**config.mk**
```make
export PLATFORM = sky130hd
export DESIGN_NAME = decoder_scan_nto2n
export DESIGN_NICKNAME = d
export VERILOG_FILES = /design/src/rtl/decoder_scan_nto2n.sv
export SDC_FILE = /design/constraint.sdc
export NUM_CORES = 1
export LEC_CHECK = 0
export CAP_MARGIN = 20
export CORE_MARGIN = 4
export CORE_UTILIZATION = 41
export DETAILED_ROUTE_END_ITERATION = 16
export GPL_TIMING_DRIVEN = 0
export PLACE_DENSITY_LB_ADDON = 0.2
export SYNTH_ARGS = -nofsm -noshare
export SYNTH_HDL_FRONTEND = slang
export SYNTH_SLANG_ARGS = --single-unit
```
**constraint.sdc**
```tcl
create_clock -name clk -period 1.3 [get_ports clk]
set_input_delay 0.13 -clock clk [delete_from_list [all_inputs] [get_ports clk]]
set_output_delay 0.13 -clock clk [all_outputs]
set_load 0.05 [all_outputs]
```
**src/rtl/decoder_scan_nto2n.sv**
```systemverilog
// Registered N-to-2^N one-hot decoder with enable, polarity control
// and an auto-scan mode that walks the active line with a fixed dwell.
module decoder_scan_nto2n #(
  parameter int N          = 2,
  parameter int DWELL      = 4,
  parameter int ACTIVE_LOW = 0
) (
  input  logic              clk,
  input  logic              rst,
  input  logic              en,
  input  logic              mode,
  input  logic [N-1:0]      sel,
  output logic [(1<<N)-1:0] dout,
  output logic [N-1:0]      idx,
  output logic              wrap
);

  localparam int OUTS = 1 << N;
  localparam int CW   = (DWELL > 1) ? $clog2(DWELL) : 1;
  localparam logic [CW-1:0]   CMAX = CW'(DWELL - 1);
  localparam logic [OUTS-1:0] OFF  = {OUTS{(ACTIVE_LOW != 0)}};

  typedef enum logic [1:0] {
    IDLE,
    DIRECT,
    SCAN
  } state_t;

  state_t        state;
  logic [CW-1:0] cnt;
  logic [N-1:0]  step;
  logic          last;

  assign step = idx + 1'b1;
  assign last = (idx == {N{1'b1}});

  // XOR with OFF turns the one-hot pattern into one-cold when inverted.
  function automatic logic [OUTS-1:0] line(input logic [N-1:0] s);
    logic [OUTS-1:0] v;
    v    = '0;
    v[s] = 1'b1;
    return v ^ OFF;
  endfunction

  always_ff @(posedge clk) begin
    if (rst) begin
      state <= IDLE;
      dout  <= OFF;
      idx   <= '0;
      wrap  <= 1'b0;
      cnt   <= '0;
    end else if (!en) begin
      state <= IDLE;
      dout  <= OFF;
      wrap  <= 1'b0;
      cnt   <= '0;
    end else if (!mode) begin
      state <= DIRECT;
      dout  <= line(sel);
      idx   <= sel;
      wrap  <= 1'b0;
      cnt   <= '0;
    end else begin
      unique case (state)
        SCAN: begin
          if (cnt == CMAX) begin
            cnt  <= '0;
            idx  <= step;
            dout <= line(step);
            wrap <= last;
          end else begin
            cnt  <= cnt + 1'b1;
            wrap <= 1'b0;
          end
        end
        default: begin
          // Entry loads the start line; wrap only marks an increment.
          state <= SCAN;
          dout  <= line(sel);
          idx   <= sel;
          wrap  <= 1'b0;
          cnt   <= '0;
        end
      endcase
    end
  end

endmodule

```
==> flow_metrics.tcl, run 1 <==
set metrics [dict create \
    leakage_nw 0.286 \
    postRouteAntennaNets 0 \
    layoutNonFillerInstCount 84 \
    die-width_um 44.1 \
    dp_hpwl_um 757 \
    final_nets 82 \
    power_density_mw_per_mm2 960 \
    diodes 0 \
    clkPwrFrac_pct 33.4 \
    die_area_sq_mm 0.00195 \
    row_count 12 \
    fmax_ghz 0.796 \
    wire_per_inst_um 12.0 \
    wl_met1_um 495 \
    core_area_sq_mm 0.00117 \
    grt_max_degree 10 \
    ys_ff_latch 11 \
    final_area_sq_um 718 \
    vias_per_cell 5.05 \
    yosys.area.top_type_share_pct 41.1 \
    worst_setup_path_start_kind "register" \
    critPathSlowestCell "dlygate4sd2_1" \
    drt_iter0_markers 6 \
    max_stage_delay_ns 0.53 \
    drv_slew 0 \
    topRoutingLayerUsed "met4" \
    place.gp.congestion 0.709 \
    first_pass_iters 4 \
    critical-path-top-delay-family "buffers and inverters" \
    worstMarginPinSlew_ns 0.496 \
    port_buffers 12 \
    clk_path_buf_depth 2 \
    antenna_found_initial 0 \
    dp_cells 81 \
    pwr-share-comb_pct 14.9 \
    cp_num_buf_inv 1 \
    finalHoldViolCount 0 \
    status "completed" \
    clkTransAtPathRegs_ns 0.07 \
    clkLatencyLatePin_ns 0.27 \
    p_sw_uw 181 \
    grt_overflow 0 \
    post-route-period-util_pct 96.7 \
    pwr-share-seq_pct 51.7 \
    synth-seq-area-share_pct 41.1 \
    gr-usage-all-layers_pct 12.3 \
    synth.distinct_cells 24 \
    yosys-top-cells-area "dfxtp_1, ha_1, mux2_2, a21oi_1, nand3b_1" \
    grt_pass1_vias 386 \
    area_growth_pct 34.1 \
    placed_area_sq_um 678 \
    route.detailed.drc 0 \
    cts_sinks 11 \
    crit_path_end_kind "output pin" \
    critPathArrivalTime_ns 1.13 \
    yosys_warnings 0 \
    grt_pass1_wl_um 1750 \
    h-tree-depth 1 \
    skew_ns 0.00105 \
    tns_ns 0 \
    max-slew-margin-rel_pct 67.1 \
    wl_met3_um 87 \
    yosysTopAreaCell "dfxtp_1" \
    hold_path.class "register to register" \
    syn_area_per_cell_sq_um 9.74 \
    numCtsBuffers 3 \
    drv_cap 0 \
    rsz0062_at_grt "no" \
    pin_count 13 \
    path_max_fanout 2 \
    power.internal_uw 509 \
    synth_area_sq_um 536 \
    p_sw_share_pct 26.2 \
    crit_type "register to output pin" \
    syn_inst 55 \
    routed_wl_um 1010 \
    drive_above_1_share_pct 18.6 \
    period_minus_slack_ns 1.26 \
    holdBufCountCts 0 \
    initial_core_util_pct 45.7 \
    num_vias 424 \
    crit_required_ns 1.17 \
    nFillCells 111 \
    syn_nets 66 \
    clockRootBuffer "clkbuf_4" \
    path_cells "dlygate4sd2_1" \
    die_y_um 44.1 \
    tritoncts "done" \
    setup_viol 0 \
    wl_met2_um 411 \
    ir_drop_uv 629 \
]
-- layer usage --
layer	vias to the layer above	global-route usage, %
li1	222	-
met1	187	16.8
met2	13	16.6
met3	2	6.50
met4	0	3.61
met5	-	0
-- Yosys cell counts --
library cell / number
nor2b_1: 1
a311oi_1: 1
nor2_1: 2
inv_1: 2
buf_6: 1
nand4bb_1: 1
nor3_1: 1
a31oi_1: 1
ha_1: 5
mux2i_1: 1
dfxtp_1: 11
mux2_2: 3
and3b_1: 1
and2_2: 1
a21o_1: 2
nand2_1: 5
nand3_1: 2
nor3b_1: 1
a21oi_1: 5
nand4_1: 1
or3_1: 1
nand2b_1: 2
buf_2: 1
nand3b_1: 3
-- kinds of logic (layout without fill, tap and decap cells) --
family	Yosys count	count (layout)	synth area share, %
adder cells (fa/ha/maj)	5	5	11.7
multiplexers	4	4	8.18
AO/OA/AOI/OAI	9	9	10.3
flip-flops	11	11	41.1
buffers and inverters	4	19	4.44
AND/OR/NAND/NOR	22	22	24.3
-- sequential cells by signal, indices dropped and copies added, names as in the netlist --
register / flops
dout: 4
cnt: 2
idx: 2
state: 2
wrap: 1
-- worst paths after layout --
| path | from | end | slack, ns | depth (start not counted) |
|---|---|---|---|---|
| worst min-delay path | cnt[0] | cnt[0] | 0.48 | 1 |
| worst max-delay path | dout[3] | dout[3] | 0.04 | 1 |
| worst max register to register | cnt[0] | idx[0] | 0.13 | 4 |
| worst min register to register | cnt[0] | cnt[0] | 0.48 | 1 |
-- final cells by class --
type	instances	area, sq um	area share, %
sequential	11	225	31.4
tap	14	17.5	2.44
multi-input combinational	40	320	44.6
buffer	1	11.3	1.57
timing repair buffer	12	110	15.3
inverter	2	7.51	1.05
clock buffer	4	26.3	3.66
-- power by group through the flow --
stage | Clock, mW | Combinational, mW | Sequential (mW)
floorplan | 0 | 0.0346 | 0.389
global placement | 0 | 0.106 | 0.363
detailed placement | 0 | 0.105 | 0.364
CTS | 0.240 | 0.104 | 0.356
global route | 0.259 | 0.112 | 0.359
finish | 0.230 | 0.103 | 0.356
-- through the flow --
step / hold slack [ns] / setup WS [ns] / util, % / total power [mW]
global route: 0.503 / 0.000805 / 61.3 / 0.729
finish: 0.484 / 0.0435 / 61.3 / 0.689
floorplan: 0.190 / 0.0507 / - / 0.423
detailed placement: 0.422 / -0.145 / 57.9 / 0.469
global placement: 0.413 / -0.141 / 57.9 / 0.469
CTS: 0.438 / 0.00764 / 60.7 / 0.700
-- placed cells by master (no fill, tap or decap), types with 2 or more instances in the layout --
| master | n |
|---|---|
| a21o_1 | 2 |
| a21oi_1 | 5 |
| clkbuf_4 | 3 |
| clkdlybuf4s15_1 | 2 |
| clkdlybuf4s50_1 | 5 |
| dfxtp_1 | 9 |
| dlygate4sd2_1 | 4 |
| ha_1 | 4 |
| inv_1 | 2 |
| mux2_2 | 3 |
| nand2_1 | 5 |
| nand2b_1 | 2 |
| nand3_1 | 2 |
| nand3b_1 | 3 |
| nor2_1 | 2 |
-- timing repair --
action / in CTS / in global routing
gates resized for setup: 10 / 4
cloned: 0 / 0
endpoints found under the setup margin: 9 / 6
setup buffers: 0 / 0
(Power assumes the default switching activity.)
==> inputs of run 2 (changes only) <==
CAP_MARGIN = default   (was 20)
==> results of run 2 <==
No change in the layout: final DEF, timing and power equal those of run 1.
